File: src/rtl/mipsfpga_ahb_spi_rx.sv
// mipsfpga_ahb_spi_rx
//
// SPI slave receiver (mode 0, MSB first, 8-bit frames).
// The SPI pins are oversampled on HCLK and bytes are collected into a small FIFO.
// The CPU drains the FIFO through the GPIO AHB register decoder.
// This is the receive-side companion of the LCD SPI transmitter.
//
// The SPI clock must be no faster than HCLK/8.
//
// Optional build macro MIPSFPGA_SPI_RX_ECHO_EN:
//   When defined, the last received byte is echoed back on spi_sdo.
//   When undefined, spi_sdo is tied low and no tx logic is built.
//
// Ports:
//   HCLK, HRESETn  system clock and asynchronous active-low reset
//   spi_sck        SPI clock from the master (asynchronous)
//   spi_cs_n       chip select, active-low (asynchronous)
//   spi_sdi        MOSI (asynchronous)
//   spi_sdo        MISO (echo data, or 0)
//   rd_en          one-cycle pop strobe from the register decoder
//   rd_data        FIFO head byte, 8'h00 when empty
//   rx_empty       FIFO empty
//   rx_full        FIFO full
//   rx_count       bytes held, 0..FIFO_DEPTH
//   rx_ovf         sticky overflow flag
//   ovf_clr        one-cycle clear strobe for rx_ovf
//
// Frame FSM:
//   state    | meaning
//   ST_IDLE  | cs_n high; sck edges are ignored
//   ST_SHIFT | cs_n low; shifting bits, pushing a byte every 8 sck rises

module mipsfpga_ahb_spi_rx #(
    parameter int FIFO_DEPTH = 8,
    parameter int ADDR_W     = 3
) (
    input  logic              HCLK,
    input  logic              HRESETn,
    input  logic              spi_sck,
    input  logic              spi_cs_n,
    input  logic              spi_sdi,
    output logic              spi_sdo,
    input  logic              rd_en,
    output logic [7:0]        rd_data,
    output logic              rx_empty,
    output logic              rx_full,
    output logic [ADDR_W:0]   rx_count,
    output logic              rx_ovf,
    input  logic              ovf_clr
);

    typedef enum logic {ST_IDLE = 1'b0, ST_SHIFT = 1'b1} state_t;

    // ------------------------------------------------------------------
    // Input synchronisers.
    // Stage [0] is the metastability catcher.
    // Stages [1]/[2] of sck and cs_n form the edge detector.
    // sdi is used from stage [1], which keeps it aligned with the detected sck edge.
    // cs_n resets high so that leaving reset with cs_n high does not fake an edge.
    // ------------------------------------------------------------------
    logic [2:0] sck_sync_q, sck_sync_d;
    logic [2:0] cs_sync_q,  cs_sync_d;
    logic [1:0] sdi_sync_q, sdi_sync_d;

    always_comb begin
        sck_sync_d = {sck_sync_q[1:0], spi_sck};
        cs_sync_d  = {cs_sync_q[1:0],  spi_cs_n};
        sdi_sync_d = {sdi_sync_q[0],   spi_sdi};
    end

    always_ff @(posedge HCLK or negedge HRESETn) begin
        if (!HRESETn) begin
            sck_sync_q <= 3'b000;
            cs_sync_q  <= 3'b111;
            sdi_sync_q <= 2'b00;
        end else begin
            sck_sync_q <= sck_sync_d;
            cs_sync_q  <= cs_sync_d;
            sdi_sync_q <= sdi_sync_d;
        end
    end

    logic sck_rise;
    logic cs_fall;
    logic cs_rise;
    logic sdi_s;

    assign sck_rise = sck_sync_q[1] & ~sck_sync_q[2];
    assign cs_fall  = ~cs_sync_q[1] &  cs_sync_q[2];
    assign cs_rise  =  cs_sync_q[1] & ~cs_sync_q[2];
    assign sdi_s    = sdi_sync_q[1];

    // ------------------------------------------------------------------
    // Frame FSM: state register / next state / outputs
    // ------------------------------------------------------------------
    state_t state_q, state_d;

    always_ff @(posedge HCLK or negedge HRESETn) begin
        if (!HRESETn) state_q <= ST_IDLE;
        else          state_q <= state_d;
    end

    always_comb begin
        state_d = state_q;
        case (state_q)
            ST_IDLE:  if (cs_fall) state_d = ST_SHIFT;
            ST_SHIFT: if (cs_rise) state_d = ST_IDLE;
            default:  state_d = ST_IDLE;
        endcase
    end

    logic [2:0] bit_cnt_q, bit_cnt_d;
    logic       shift_en;
    logic       cnt_clr;
    logic       byte_done;

    // A cs_n rise takes priority over a coincident sck rise.
    // The frame is over, so that edge must not count.
    always_comb begin
        shift_en = 1'b0;
        cnt_clr  = 1'b0;
        case (state_q)
            ST_IDLE:  cnt_clr  = cs_fall;
            ST_SHIFT: begin
                cnt_clr  = cs_rise;
                shift_en = sck_rise & ~cs_rise;
            end
            default:  cnt_clr  = 1'b1;
        endcase
        byte_done = shift_en && (bit_cnt_q == 3'd7);
    end

    // ------------------------------------------------------------------
    // Shift register and bit counter.
    // The 8th bit is merged combinationally into the pushed byte.
    // This makes the byte visible one HCLK edge after its sck rise is detected.
    // ------------------------------------------------------------------
    logic [7:0] shreg_q, shreg_d;
    logic [7:0] push_byte;

    assign push_byte = {shreg_q[6:0], sdi_s};

    always_comb begin
        shreg_d   = shreg_q;
        bit_cnt_d = bit_cnt_q;
        if (cnt_clr) begin
            bit_cnt_d = 3'd0;
        end else if (shift_en) begin
            shreg_d   = push_byte;
            bit_cnt_d = bit_cnt_q + 3'd1;   // wraps 7 -> 0 on byte completion
        end
    end

    always_ff @(posedge HCLK or negedge HRESETn) begin
        if (!HRESETn) begin
            shreg_q   <= 8'h00;
            bit_cnt_q <= 3'd0;
        end else begin
            shreg_q   <= shreg_d;
            bit_cnt_q <= bit_cnt_d;
        end
    end

    // ------------------------------------------------------------------
    // Receive FIFO
    // ------------------------------------------------------------------
    logic [7:0]        mem_q [FIFO_DEPTH];
    logic [7:0]        mem_d [FIFO_DEPTH];
    logic [ADDR_W-1:0] wr_ptr_q, wr_ptr_d;
    logic [ADDR_W-1:0] rd_ptr_q, rd_ptr_d;
    logic [ADDR_W:0]   count_q,  count_d;
    logic              ovf_q,    ovf_d;
    logic              fifo_full;
    logic              fifo_empty;
    logic              pop_ok;
    logic              push_ok;

    assign fifo_full  = (count_q == (ADDR_W+1)'(FIFO_DEPTH));
    assign fifo_empty = (count_q == '0);

    // When full, a push is only accepted if a pop frees the head slot in the same cycle.
    // The write then lands in the slot being vacated.
    assign pop_ok  = rd_en & ~fifo_empty;
    assign push_ok = byte_done & (~fifo_full | pop_ok);

    always_comb begin
        mem_d    = mem_q;
        wr_ptr_d = wr_ptr_q;
        rd_ptr_d = rd_ptr_q;
        count_d  = count_q;
        if (push_ok) begin
            mem_d[wr_ptr_q] = push_byte;
            wr_ptr_d        = wr_ptr_q + ADDR_W'(1);
        end
        if (pop_ok) begin
            rd_ptr_d = rd_ptr_q + ADDR_W'(1);
        end
        case ({push_ok, pop_ok})
            2'b10:   count_d = count_q + (ADDR_W+1)'(1);
            2'b01:   count_d = count_q - (ADDR_W+1)'(1);
            default: count_d = count_q;
        endcase
        // A new overflow beats a coincident clear.
        ovf_d = (ovf_q & ~ovf_clr) | (byte_done & fifo_full & ~pop_ok);
    end

    always_ff @(posedge HCLK or negedge HRESETn) begin
        if (!HRESETn) begin
            for (int i = 0; i < FIFO_DEPTH; i++) mem_q[i] <= 8'h00;
            wr_ptr_q <= '0;
            rd_ptr_q <= '0;
            count_q  <= '0;
            ovf_q    <= 1'b0;
        end else begin
            mem_q    <= mem_d;
            wr_ptr_q <= wr_ptr_d;
            rd_ptr_q <= rd_ptr_d;
            count_q  <= count_d;
            ovf_q    <= ovf_d;
        end
    end

    assign rd_data  = fifo_empty ? 8'h00 : mem_q[rd_ptr_q];
    assign rx_empty = fifo_empty;
    assign rx_full  = fifo_full;
    assign rx_count = count_q;
    assign rx_ovf   = ovf_q;

    // ------------------------------------------------------------------
    // Optional echo path
    // ------------------------------------------------------------------
`ifdef MIPSFPGA_SPI_RX_ECHO_EN
    logic [7:0] tx_q,   tx_d;
    logic [7:0] last_q, last_d;
    logic       sck_fall;

    assign sck_fall = ~sck_sync_q[1] & sck_sync_q[2];

    // The tx register shifts on sck falls, except on the fall that ends a byte.
    // That fall is the one with bit_cnt == 0.
    // By then the register has just been reloaded, and its MSB must stay on the line for the master's next rise.
    always_comb begin
        tx_d   = tx_q;
        last_d = last_q;
        if ((state_q == ST_IDLE) && cs_fall) begin
            tx_d = last_q;
        end else if (byte_done) begin
            tx_d   = push_byte;
            last_d = push_byte;
        end else if ((state_q == ST_SHIFT) && !cs_rise && sck_fall && (bit_cnt_q != 3'd0)) begin
            tx_d = {tx_q[6:0], 1'b0};
        end
    end

    always_ff @(posedge HCLK or negedge HRESETn) begin
        if (!HRESETn) begin
            tx_q   <= 8'h00;
            last_q <= 8'h00;
        end else begin
            tx_q   <= tx_d;
            last_q <= last_d;
        end
    end

    assign spi_sdo = (state_q == ST_SHIFT) ? tx_q[7] : 1'b0;
`else
    assign spi_sdo = 1'b0;
`endif

endmodule

File: config.mk
export PLATFORM = sky130hd
export DESIGN_NAME = mipsfpga_ahb_spi_rx
export DESIGN_NICKNAME = d
export VERILOG_FILES = /design/src/rtl/mipsfpga_ahb_spi_rx.sv
export SDC_FILE = /design/constraint.sdc
export NUM_CORES = 1
export LEC_CHECK = 0
export CORE_ASPECT_RATIO = 1.75
export CORE_MARGIN = 4
export CORE_UTILIZATION = 55
export CTS_CLUSTER_DIAMETER = 100
export DETAILED_ROUTE_END_ITERATION = 8
export GPL_TIMING_DRIVEN = 0
export PLACE_DENSITY = 0.71
export SLEW_MARGIN = 15
export SYNTH_ARGS = -nofsm -noshare
export SYNTH_HDL_FRONTEND = slang
export SYNTH_SLANG_ARGS = --single-unit
File: constraint.sdc
create_clock -name HCLK -period 3.2 [get_ports HCLK]
set_input_delay 0.64 -clock HCLK [delete_from_list [all_inputs] [get_ports HCLK]]
set_output_delay 0.64 -clock HCLK [all_outputs]
set_load 0.01 [all_outputs]
==> tab_implementation.tex, run 1 <==
\begin{tabular}{lr}
\hline
Metric & Value \\
\hline
\multicolumn{2}{l}{\textbf{Detailed routing}} \\
Number of vias per cell & 5.72 \\
Initial DRT Pass Iterations & 4 \\
Detail Route Antenna Nets & 0 \\
Detailed-route DRC error count & 0 \\
Routed via count & 2,426 \\
DRT Wirelength & 8180 microns \\
Number of DRC violations after detailed-routing iteration 0 & 119 \\
Routed len/inst & 19.3 microns \\
\multicolumn{2}{l}{\textbf{STA}} \\
Setup repair after global routing missed its margin & no \\
Final number of hold-violating endpoints & 0 \\
Clock Skew & 5.48 ps \\
Min Tclk post-route & 3060 ps \\
Final-layout setup total negative slack & 0 ps \\
Tightest Pin Transition & 914 ps \\
Final setup violation count & 0 \\
Final-report max-slew violation count & 0 \\
Setup ws final & 142 ps \\
Timing-limited maximum frequency & 327 MHz \\
Headroom to the max-slew limit & 38.8\% \\
Share of the clock period used by the worst path & 95.6\% \\
\multicolumn{2}{l}{\textbf{Power}} \\
Reg power frac & 43.1\% \\
P\_sw & 0.000900 W \\
Internal Power & 0.00222 W \\
Net switching share of the total power & 28.9\% \\
Proportion of power drawn by combinational gates & 23.5\% \\
Power, Total & 0.00312 W \\
Part of the total power dissipated in the clock network & 33.4\% \\
Pwr per Cell Area & 628 nW/um\^{}2 \\
Static leakage power & 2.39 nW \\
Peak ir drop on the vdd network & 0.000596 V \\
\multicolumn{2}{l}{\textbf{Cells and area}} \\
Final core utilization & 65.2\% \\
Antenna Diode Count & 0 \\
Fraction of final layout cells with drive strength greater than 1 & 37.5\% \\
P\&R area growth vs syn & 15.6\% \\
\# nets final & 346 \\
\multicolumn{2}{l}{\textbf{Critical path}} \\
Register-to-Register Setup Slack & 210 ps \\
Required time worst endpoint & 2560 ps \\
Worst Setup SP & rd\_ptr\_q[0] \\
Source of the worst register-to-register timing path & rx\_count[1] \\
Capture instance of the worst register-to-register path & rx\_count[2] \\
Register-to-Register Path Depth & 10 \\
Critical Path Source Type & flip-flop \\
Data arrival time of the critical path & 2420 ps \\
Type of the worst setup path & flip-flop to primary output \\
Worst Setup End Kind & primary output \\
Worst Path Max Fanout & 10 \\
Capturing instance or port of the critical path & rd\_data[6] \\
\multicolumn{2}{l}{\textbf{CTS}} \\
Clock latency of the later-clocked register in the worst-skew pair & 340 ps \\
Maximum buffer depth of the clock tree & 2 \\
Clock Sinks & 94 \\
Library cell used as clock root buffer & clkbuf\_16 \\
Number of buffers added by the clock tree synthesis step & 9 \\
Clk slew on worst S/H paths & 60 ps \\
Total of hold buffers inserted after clock tree synthesis & 0 \\
Clock tree from TritonCTS & done \\
H-Tree Level Count & 3 \\
\multicolumn{2}{l}{\textbf{Synth}} \\
Count of mapped cells out of synthesis & 299 \\
Mean instance size in the synthesized netlist & 14.4 sq um \\
Dominant cells by area after synthesis & dfrtp\_1 (53\%), mux2\_2 (17\%), mux4\_2 (8.4\%), nand2\_1 (2.1\%), ha\_1 (2.0\%) \\
Number of distinct library cell variants in the gate-level netlist after synthesis & 45 \\
Ys async rst share & 100\% \\
Net Count, Synth & 313 \\
Count of yosys warnings during synthesis & 0 \\
Synthesized area & 4300 sq um \\
Area share of the leading cell type in the synthesized netlist & 53.0\% \\
Count of flip-flops with a built-in enable after synthesis & 0 \\
Seq/Total Area, Yosys & 54.8\% \\
Cell accounting for the most synthesized area & dfrtp\_1 \\
Primary flip-flop cell chosen by synthesis mapping & dfrtp\_1 \\
Number of register bits inferred by synthesis & 94 \\
\multicolumn{2}{l}{\textbf{Floorplan}} \\
IO Pins & 23 \\
Core region area & 7620 sq um \\
Placement Rows & 42 \\
Die Footprint & 9350 sq um \\
Die H & 125 microns \\
Chip width & 74.8 microns \\
Initial core utilization & 56.4\% \\
\multicolumn{2}{l}{\textbf{Global route}} \\
Grt total ovfl & 0 \\
Total Routing Usage GR & 19.9\% \\
Pin count of the biggest net entering global routing & 63 \\
Global-route wire length before repair & 13,600 microns \\
Via count of the first global-routing pass & 2,556 \\
Initial antenna violation count & 0 \\
\multicolumn{2}{l}{\textbf{Outcome}} \\
Result of the run & finished clean \\
\multicolumn{2}{l}{\textbf{Job}} \\
Number of maximum-capacitance constraint violations & 0 \\
\multicolumn{2}{l}{\textbf{Placed design}} \\
Post-place setup slack & -36.3 ps \\
Detailed-placement wirelength estimate & 5250 microns \\
Global placement routability congestion & 0.723 \\
PortBufs & 21 \\
\multicolumn{2}{l}{\textbf{Worst hold path}} \\
HP Class & primary input to async pin \\
\hline
\end{tabular}
[critical path, stage by stage, from the launching register on]
cell,delay (ps)
dfrtp_1,360
buf_4,240
buf_8,210
mux4_2,520
mux2i_1,150
nor2_1,70
clkdlybuf4s50_1,520
[registers in the layout, indices dropped and copies added, names as in the netlist]
signal / cells
wr_ptr_q: 3
state_q: 1
rd_ptr_q: 3
cs_sync_q: 3
mem_q: 64
sdi_sync_q: 2
bit_cnt_q: 3
rx_ovf: 1
sck_sync_q: 3
rx_count: 4
shreg_q: 7
[worst min path at each step]
| stage | startpoint | end | slack [ps] | depth (start not counted) |
|---|---|---|---|---|
| 2_1_floorplan | sck_sync_q[0] | sck_sync_q[1] | 330 | 0 |
| 3_3_place_gp | sdi_sync_q[0] | sdi_sync_q[1] | 330 | 0 |
| 3_5_place_dp | sck_sync_q[0] | sck_sync_q[1] | 340 | 0 |
| 4_1_cts | HRESETn | rx_count[0] | 250 | 1 |
| 5_1_grt | HRESETn | rx_count[1] | 280 | 1 |
| 6_report | HRESETn | rx_count[3] | 240 | 1 |
[routing by layer]
metal,part of all wire (%),vias up,global-route usage [%]
li1,-,1134,-
met1,41,1254,26.0
met2,54,26,32.5
met3,2.8,12,3.13
met4,2.0,0,8.18
met5,0,-,0
[power groups by stage]
stage | registers (W) | clock network, W | logic, W
after floorplan | 0.00136 | 0 | 0.000462
after global placement | 0.00136 | 0 | 0.000702
after detailed placement | 0.00137 | 0 | 0.000723
after CTS | 0.00134 | 0.00107 | 0.000742
after global routing | 0.00136 | 0.00111 | 0.000800
final | 0.00135 | 0.00104 | 0.000734
[cells by family after synthesis]
family,Yosys count,synth area share [%]
AOI/OAI and AO/OA,11,2.21
xor gates and xnor gates,9,1.83
adders and majority gates,8,2.27
buffers and inverters,23,2.39
DFF,94,54.8
muxes,92,28.0
other,1,0.0872
and+or+nand+nor,61,8.38
[cell type report]
cell class / count / area [sq um]
tap: 88 / 110
sequential: 94 / 2360
buffer: 18 / 100
clock inverter: 4 / 47.5
inverter: 5 / 18.8
multi-input combinational: 182 / 1860
fill: 572 / 2650
clock buffer: 11 / 243
timing repair buffer: 22 / 235
[Yosys cell counts, types with 2 or more instances]
library cell,number
xor2_1,6
mux2i_1,8
ha_1,7
clkbuf_1,5
nor4_2,2
o21ai_0,2
buf_2,4
nand2b_1,3
xnor2_1,3
nor2_1,13
mux2_1,2
mux2_2,66
clkbuf_2,6
mux4_2,16
nor3b_2,2
nor2b_1,2
dfrtp_1,91
a22o_1,2
dfstp_2,3
nand2_1,24
nand3_1,2
buf_1,2
inv_1,5
a21oi_1,2
[repair_timing]
item	4_1_cts	5_1_grt
buffers inserted	0	0
resized for setup	5	4
endpoints found under the setup margin	8	2
[layout by cell type (no fill, tap or decap), types with 4 or more instances in the layout]
cell	n
mux2_2	66
nand2_1	24
xor2_1	6
dfrtp_1	91
clkbuf_2	7
buf_2	4
clkbuf_1	4
ha_1	7
clkbuf_16	9
mux4_2	16
inv_1	5
nor2_1	13
mux2i_1	8
clkdlybuf4s50_1	20
[stage by stage]
stage	hold slack (ps)	std cells	instance area [sq um]
finish	240	424	4970
global route	278	424	4970
CTS	251	424	4960
detailed placement	337	409	4660
global placement	331	408	4620
floorplan	331	299	4300
Power figures use the tool's default switching activity.
==> inputs of run 2 (changes only) <==
- CAP_MARGIN: default -> 15
==> results of run 2 <==
The final DEF is identical to that of run 1; final timing and power are the same.
==> inputs of run 3 (changes only) <==
- clock period: 3.2 -> 3.4 ns (I/O delays scaled with it)
==> run 3 against run 2 <==
Net effect: final cell count stayed put; global-route usage about the same; highest routed layer unchanged; critical path depth unchanged; first-iteration DRC count is 3.4% higher; register-to-register slack better by 100 ps; core utilization down 0.099 points; combinational power down 7.2%; sequential share of layout area rose by 0.072 points; non-clock buffer count unchanged; power shrank 6.2%; critical path type unchanged; die area unchanged; clock skew hardly changed.
==> tab_implementation.tex, run 3 (same netlist as run 1, synthesis figures left out) <==
\begin{tabular}{lr}
\hline
Metric & Value \\
\hline
\multicolumn{2}{l}{\textbf{Floorplan}} \\
Die H & 125 microns \\
Die Footprint & 9350 sq um \\
Core region area & 7620 sq um \\
Placement Rows & 42 \\
IO Pins & 23 \\
Initial core utilization & 56.4\% \\
Chip width & 74.8 microns \\
\multicolumn{2}{l}{\textbf{Critical path}} \\
Worst Path Max Fanout & 10 \\
Critical Path Source Type & flip-flop \\
Type of the worst setup path & flip-flop to primary output \\
Register-to-Register Path Depth & 12 \\
Capture instance of the worst register-to-register path & rx\_count[2] \\
Required time worst endpoint & 2720 ps \\
Register-to-Register Setup Slack & 310 ps \\
Data arrival time of the critical path & 2530 ps \\
Source of the worst register-to-register timing path & cs\_sync\_q[1] \\
Worst Setup End Kind & primary output \\
\multicolumn{2}{l}{\textbf{CTS}} \\
Clock Sinks & 94 \\
Maximum buffer depth of the clock tree & 2 \\
Clock latency of the later-clocked register in the worst-skew pair & 340 ps \\
H-Tree Level Count & 3 \\
Library cell used as clock root buffer & clkbuf\_16 \\
Number of buffers added by the clock tree synthesis step & 9 \\
Clock tree from TritonCTS & done \\
Number of instances resized during post-cts repair & 3 \\
Buffers inserted during post-CTS setup optimization & 0 \\
Total of hold buffers inserted after clock tree synthesis & 0 \\
Clk slew on worst S/H paths & 60 ps \\
\multicolumn{2}{l}{\textbf{Detailed routing}} \\
Number of vias per cell & 5.74 \\
Detail Route Antenna Nets & 0 \\
Routed len/inst & 19.3 microns \\
DRT Wirelength & 8200 microns \\
Routed via count & 2,432 \\
Number of DRC violations after detailed-routing iteration 0 & 123 \\
Detailed-route DRC error count & 0 \\
Initial DRT Pass Iterations & 4 \\
\multicolumn{2}{l}{\textbf{Cells and area}} \\
P\&R area growth vs syn & 15.4\% \\
Largest register by flop count & mem\_q \\
Antenna Diode Count & 0 \\
\# nets final & 346 \\
Fraction of final layout cells with drive strength greater than 1 & 37.2\% \\
Most common cell after layout, fill and taps aside & dfrtp\_1 \\
Flip-flop count of the largest register, all copies and words added & 64 \\
Layout fillers & 573 \\
Final Cell Area & 4960 sq um \\
Commonest cells after routing, fill and taps aside & dfrtp\_1 (91), mux2\_2 (66), nand2\_1 (24) \\
Non-filler cells, final & 424 \\
\multicolumn{2}{l}{\textbf{Outcome}} \\
Result of the run & finished clean \\
\multicolumn{2}{l}{\textbf{Power}} \\
Internal Power & 0.00208 W \\
Part of the total power dissipated in the clock network & 33.5\% \\
P\_sw & 0.000846 W \\
Peak ir drop on the vdd network & 0.000561 V \\
Reg power frac & 43.2\% \\
Static leakage power & 2.39 nW \\
Pwr per Cell Area & 590 nW/um\^{}2 \\
Proportion of power drawn by combinational gates & 23.3\% \\
Net switching share of the total power & 28.9\% \\
\multicolumn{2}{l}{\textbf{Placed design}} \\
Area of placed instances & 4660 sq um \\
Detailed-placement wirelength estimate & 5250 microns \\
PortBufs & 21 \\
Placed instance count & 409 \\
Post-place setup slack & 124 ps \\
Global placement routability congestion & 0.723 \\
\multicolumn{2}{l}{\textbf{Global route}} \\
Total Routing Usage GR & 19.9\% \\
Initial antenna violation count & 0 \\
Pin count of the biggest net entering global routing & 63 \\
Grt total ovfl & 0 \\
Via count of the first global-routing pass & 2,554 \\
Global-route wire length before repair & 13,600 microns \\
\multicolumn{2}{l}{\textbf{Job}} \\
Number of maximum-capacitance constraint violations & 0 \\
\multicolumn{2}{l}{\textbf{STA}} \\
Final number of hold-violating endpoints & 0 \\
Tightest Pin Transition & 903 ps \\
Setup ws final & 192 ps \\
Share of the clock period used by the worst path & 94.4\% \\
Final setup violation count & 0 \\
Final-report max-slew violation count & 0 \\
Timing-limited maximum frequency & 312 MHz \\
Min Tclk post-route & 3210 ps \\
Headroom to the max-slew limit & 39.5\% \\
Clock Skew & 5.96 ps \\
Setup repair after global routing missed its margin & no \\
Final-layout setup total negative slack & 0 ps \\
\multicolumn{2}{l}{\textbf{Worst hold path}} \\
HP Class & primary input to async pin \\
\hline
\end{tabular}
[run 3: cell count changes in the layout (fill, tap and decap cells not counted), sizes merged]
cell	delta
clkbuf	+1
buf	-1
[run 3: power groups by stage]
stage	Clock (W)	Combinational (W)	Sequential [W]
floorplan	0	0.000434	0.00128
global placement	0	0.000661	0.00128
detailed placement	0	0.000680	0.00129
CTS	0.00101	0.000689	0.00127
global route	0.00104	0.000742	0.00128
finish	0.000980	0.000681	0.00127
[run 3: worst max path at each step]
stage                     slack [ps]  depth (start not counted)             to        start
after floorplan                  660                         10    rx_count[2]  rx_count[1]
after global placement         -1700                          1  sdi_sync_q[0]      HRESETn
after detailed placement         120                          6     rd_data[6]  rd_ptr_q[1]
after CTS                         70                          6     rd_data[6]  rd_ptr_q[0]
after global routing              40                          6     rd_data[4]  rd_ptr_q[0]
final                            190                          6     rd_data[6]  rd_ptr_q[0]
[run 3: stage by stage]
| step | hold WS [ps] | util [%] | power, W |
|---|---|---|---|
| finish | 280 | 65.1 | 0.00293 |
| global route | 318 | 65.1 | 0.00306 |
| CTS | 291 | 65.1 | 0.00296 |
| detailed placement | 337 | 61.2 | 0.00197 |
| global placement | 331 | 60.6 | 0.00194 |
| floorplan | 331 | - | 0.00171 |
[run 3: worst max-delay path, stage by stage, from the launching register on]
cell	delay (ps)
dfrtp_1	350
buf_2	320
buf_6	250
mux4_2	530
mux2i_1	150
nor2_1	70
clkdlybuf4s50_1	520
[run 3: final cells by class]
| cell class | instances | area (sq um) | area share [%] |
|---|---|---|---|
| tap | 88 | 110 | 2.22 |
| clock buffer | 11 | 243 | 4.89 |
| sequential | 94 | 2360 | 47.5 |
| clock inverter | 4 | 47.5 | 0.958 |
| timing repair buffer | 22 | 235 | 4.74 |
| buffer | 18 | 92.6 | 1.87 |
| inverter | 5 | 18.8 | 0.378 |
| multi-input combinational | 182 | 1860 | 37.5 |
[run 3: routing by layer]
metal  routed length [microns]  vias to the layer above  share of wire, %  track usage [%]
met5                         0                        -                 0                0
met4                       163                        0               2.0             8.18
met2                      4450                       20                54             32.4
li1                          -                     1131                 -                -
met3                       155                       12               1.9             3.13
met1                      3440                     1269                42             26.0
==> variant 1: new RTL, config.mk and constraints of run 3 <==
The parameter `FIFO_DEPTH` goes from 8 to 16.
--- a/src/rtl/mipsfpga_ahb_spi_rx.sv
+++ b/src/rtl/mipsfpga_ahb_spi_rx.sv
@@ -31,7 +31,7 @@
 //   ST_SHIFT | cs_n low; shifting bits, pushing a byte every 8 sck rises
 
 module mipsfpga_ahb_spi_rx #(
-    parameter int FIFO_DEPTH = 8,
+    parameter int FIFO_DEPTH = 16,
     parameter int ADDR_W     = 3
 ) (
     input  logic              HCLK,
Behaviour: not the same (Yosys sat finds a counterexample within 4 cycles, from zero or initial values and one cycle with HRESETn low).
==> variant 1 against run 3 <==
  * Sequential cell count did not move
  * Wire length shrank 1.0%
  * Clock power is 10% higher
  * Final area rose by 2.2%
  * Synthesized area grew 2.3%
  * Setup slack gained 0.052 ns
  * Power grew 20%
  * Largest cell class unchanged
  * Largest power group unchanged
  * Highest routed layer unchanged
==> variant 1: results (changes against run 3) <==
[logic_synthesis]
post_synth_most_frequent_cells=91 x dfrtp_1, 87 x mux2_2, 16 x mux2i_1, 10 x a22o_1, 10 x buf_1
proportion_of_netlist_area_held_by_the_largest_area_contributor_pct=51.8  ; -1.2 points
yosys_most_used_dff=dfrtp_1
synth-adder-area-share_pct=1.99  ; -0.28 points
post_synth_main_area_contributors=dfrtp_1 52%, mux2_2 22%, mux2i_1 3.6%, nand4_4 2.9%, a22o_1 2.0%
syn_nets=326  ; +4.2%
yosys_warnings=0  ; unchanged
synth-xor-area-share_pct=1.79  ; -0.041 points
syn_area_per_cell_um2=14.1  ; -2.0%
synth_compound_area_share_pct=4.07  ; +1.9 points
seq_area_frac_synth_pct=53.6  ; -1.2 points
synth_mux_area_share_pct=26.9  ; -1.1 points
count_of_different_cell_masters_after_synthesis=41  ; -8.9%

[placement]
place_worst_setup_slack_ns=0.573  ; +0.449 ns
last_weighted_congestion_value_of_the_routability_driven_placer=0.734  ; +1.6%
numPlacedInstances=422  ; +3.2%
detailedPlacementHpwl_mm=5.62  ; +7.1%
dpl_cell_area_um2=4740  ; +1.7%

[final_layout]
n_antenna_cell=0  ; unchanged
ratio_of_cells_with_drive_above_1_in_the_final_layout_pct=37.4  ; +0.23 points
layout.filler_cells=579  ; +1.0%
layoutNonFillerInstCount=438  ; +3.3%
fin_nets=359  ; +3.8%
flip_flop_count_of_the_largest_register_all_copies_and_words_added=64  ; unchanged

[power]
cellLeakagePower_nw=2.46  ; +3.0%
internal-power_mw=2.44  ; +17%
power.share.combinational_pct=32.2  ; +8.9 points
sequentialPowerShare_pct=37.0  ; -6.2 points
power.ir.vdd_worst_v=0.000464  ; -17%

[detailed_routing]
drt-pass1-iter-count=5  ; +1
routed_wirelength_mm=8.12  ; -1.0%
drt_iter0_drc=138  ; +12%
num_vias=2496  ; +2.6%

[cts]
cts_resized=0  ; -3
numCtsBuffers=9  ; unchanged
cts_root_buffer=clkbuf_16
cts.htree.levels=3  ; unchanged

[outcome]
status=finished clean

[grt]
globalRouteTotalUtil_pct=19.1  ; -0.83 points
grt_first_pass_wirelength_mm=13.6  ; +0.25%
number_of_global_route_vias_before_repair=2709  ; +6.1%
largest_net_degree_at_the_start_of_global_routing=59  ; -6.3%

[critical_path]
crit_path_max_fanout=10  ; unchanged
critPathMaxStageDelay_ns=0.58  ; +0.05 ns
timing.critical_path.slowest_stage_cell=clkdlybuf4s50_1
arrival_time_reported_for_the_critical_path_endpoint_ns=2.48  ; -0.05 ns

[sta]
finClkSkew_ns=0.00682  ; +0.000859 ns
slew_headroom_pct=66.6  ; +27 points

-- variant 1: final timing paths --
path	from	endpoint	slack, ns	cells past startpoint
max in group asynchronous	HRESETn	cs_sync_q[1]	2.39	2
min in group HCLK	sdi_sync_q[0]	sdi_sync_q[1]	0.35	0
hold reg to reg	sdi_sync_q[0]	sdi_sync_q[1]	0.35	0
hold / removal	HRESETn	mem_q[97]	0.31	1
setup / recovery	rd_ptr_q[0]	rd_data[7]	0.24	6
setup reg to reg	rx_count[0]	rx_count[2]	0.69	11
-- variant 1: area by class of cell --
cell class,instances,area (um2),area share (%)
inverter,4,15.0,0.296
timing repair buffer,22,235,4.64
tap,88,110,2.17
sequential,94,2360,46.5
buffer,20,115,2.27
clock buffer,12,256,5.06
clock inverter,4,70.1,1.38
multi-input combinational,194,1910,37.7
-- variant 1: layer usage --
metal  vias up  track usage [%]  share of wire, %
met5         -                0                 0
met4         0             7.00               1.9
met3        10             4.35               2.4
met2        30             32.1                55
met1      1257             23.2                41
li1       1199                -                 -
==> variant 2: new RTL, settings of run 3 <==
Without the edit above. Take the reset off `shreg_q` and load it in a clocked block of its own.
--- a/src/rtl/mipsfpga_ahb_spi_rx.sv
+++ b/src/rtl/mipsfpga_ahb_spi_rx.sv
@@ -153,12 +153,14 @@
 
     always_ff @(posedge HCLK or negedge HRESETn) begin
         if (!HRESETn) begin
-            shreg_q   <= 8'h00;
             bit_cnt_q <= 3'd0;
         end else begin
-            shreg_q   <= shreg_d;
             bit_cnt_q <= bit_cnt_d;
         end
+    end
+
+    always_ff @(posedge HCLK) begin
+        shreg_q <= shreg_d;
     end
 
     // ------------------------------------------------------------------
Formal check against the unedited RTL: same outputs for any inputs over 10 cycles, from zero or initial values and one cycle with HRESETn low; that may be too few to reach the edited logic, so the function may still have changed.
==> variant 2 against run 3 <==
  * Critical path depth did not move
  * Largest cell class unchanged
  * Clock power is 2.9% lower
  * Combinational power is 13% lower
  * Clock skew increased by 0.00066 ns
  * Synthesized area is 1.0% lower
  * Final cell count fell by 5.7%
  * Wire length shrank 3.1%
  * Synthesized cell count fell by 8.4%
  * Via count shrank 4.0%
  * Setup slack gained 0.026 ns
  * Sequential cell count did not move
  * Critical endpoint is now rd_data[2]
  * Power decreased by 4.0%
  * Worst hold slack worse by 0.0095 ns
  * Final area is 1.3% lower
==> variant 2: results (changes against run 3) <==
[detailed_routing]
route.detailed.wl_per_inst_um=19.9  ; +2.7%
drt_iter0_drc=145  ; +18%
post_drt_via_cell_ratio=5.84  ; +1.8%

[power]
power.ir.vdd_worst_v=0.000382  ; -32%
cellLeakagePower_nw=2.37  ; -0.57%

[sta]
finClkSkew_ns=0.00662  ; +0.000657 ns
worstMarginPinSlew_ns=0.848  ; -0.0551 ns
setup_ws_ns=0.218  ; +0.0262 ns

[critical_path]
critPathMaxStageDelay_ns=0.54
arrival_time_reported_for_the_critical_path_endpoint_ns=2.50  ; -0.03 ns
ff2ff_setup_slack_ns=0.46  ; +0.15 ns

[placement]
detailedPlacementHpwl_mm=5.32  ; +1.3%
last_weighted_congestion_value_of_the_routability_driven_placer=0.691  ; -4.4%
place_worst_setup_slack_ns=0.150  ; +0.0260 ns
dpl_cell_area_um2=4600  ; -1.3%
port_buffers=21  ; unchanged

[cts]
cts_root_buffer=clkbuf_16
numCtsBuffers=9  ; unchanged
worst_skew_pair_latency_ns=0.34  ; about the same
cts.clk_slew.worst_paths_ns=0.06  ; about the same
cts.htree.levels=3  ; unchanged

[logic_synthesis]
seq_area_frac_synth_pct=56.2  ; +1.4 points
post_synth_most_frequent_cells=84 x dfrtp_1, 67 x mux2_2, 16 x mux4_2, 15 x nor2_1, 10 x mux2i_1
post_synth_main_area_contributors=dfrtp_1 49%, mux2_2 18%, mux4_2 8.5%, edfxtp_1 4.9%, mux2i_1 2.4%
syn_nets=288  ; -8.0%
synth_edf_count=7  ; +7
ys_async_sr_fraction_pct=92.6  ; -7.4 points
count_of_different_cell_masters_after_synthesis=42  ; -6.7%

[grt]
globalRouteTotalUtil_pct=19.3  ; -0.55 points
grt_first_pass_wirelength_mm=13.1  ; -3.8%
number_of_global_route_vias_before_repair=2418  ; -5.3%
largest_net_degree_at_the_start_of_global_routing=58  ; -7.9%

[final_layout]
layout.filler_cells=569  ; -0.70%
ratio_of_cells_with_drive_above_1_in_the_final_layout_pct=39.7  ; +2.5 points
n_antenna_cell=0  ; unchanged
fin_nets=321  ; -7.2%

[outcome]
status=finished clean

variant 2: cell types whose count changed in the layout (fill, tap and decap cells not counted), sizes merged, moves of 4 or more:
cell | before | now
clkbuf | 22 | 17
dfrtp | 91 | 84
nand4 | 0 | 4
edfxtp | 0 | 7
nand2 | 24 | 4
variant 2: final cells by class:
type / instances / area (um2) / share of cell area, %
well taps: 88 / 110 / 2.25
clock buffers: 13 / 270 / 5.52
clock inverters: 3 / 17.5 / 0.358
flip-flops and latches: 94 / 2390 / 48.8
inverters: 3 / 11.3 / 0.230
repair buffers: 22 / 235 / 4.80
multi-input cells: 164 / 1780 / 36.3
plain buffers: 13 / 83.8 / 1.71
variant 2: final timing paths:
check / startpoint / end / depth (start not counted)
hold reg to reg: sck_sync_q[0] / sck_sync_q[1] / 0
max in group asynchronous: HRESETn / mem_q[59] / 2
setup reg to reg: rx_count[1] / rx_count[2] / 10
min in group HCLK: sck_sync_q[0] / sck_sync_q[1] / 0
hold / removal: HRESETn / wr_ptr_q[2] / 1
setup / recovery: rd_ptr_q[0] / rd_data[2] / 6
variant 2: cells by family (layout without fill, tap and decap cells):
logic type	Yosys count	count (layout)	synth area share, %
DFF	94	94	56.2
muxes	93	93	28.5
and+or+nand+nor	46	46	7.94
buffers and inverters	16	54	2.06
xor gates and xnor gates	10	10	2.06
adders and majority gates	8	8	2.29
AOI/OAI and AO/OA	6	6	0.852
other	1	1	0.0881
variant 2: per-layer routing:
layer / share of wire (%) / global-route usage, %
met1: 43 / 26.1
met4: 1.8 / 7.65
met5: 0 / 0
met3: 2.3 / 3.88
met2: 53 / 30.3
variant 2: critical path, delay by kind of cell, from the launching register on:
kind,cells,cell delay [ns]
buffers and inverters,3,1.06
DFF,1,0.35
muxes,2,0.68
and+or+nand+nor,1,0.06
variant 2: power by group:
| group | total [mW] | switching (mW) | internal (mW) | leakage [nW] |
|---|---|---|---|---|
| combinational | 0.594 | 0.316 | 0.278 | 0.991 |
| sequential | 1.26 | 0.0726 | 1.19 | 1.24 |
| clock | 0.952 | 0.399 | 0.553 | 0.142 |
| total | 2.81 | 0.787 | 2.02 | 2.37 |
variant 2: metrics by stage:
stage | setup TNS (ns) | hold slack (ns) | power (mW) | std cells
global placement | -120.30 | 0.332 | 1.86 | 383
detailed placement | 0 | 0.336 | 1.88 | 384
floorplan | 0 | 0.331 | 1.66 | 274
finish | 0 | 0.271 | 2.81 | 400
global route | 0 | 0.299 | 2.94 | 400
CTS | 0 | 0.287 | 2.85 | 400
variant 2: what timing repair did:
action	in CTS	in global routing
endpoints found under the setup margin	8	8
gates resized for setup	2	2
endpoints found under the hold margin	0	0
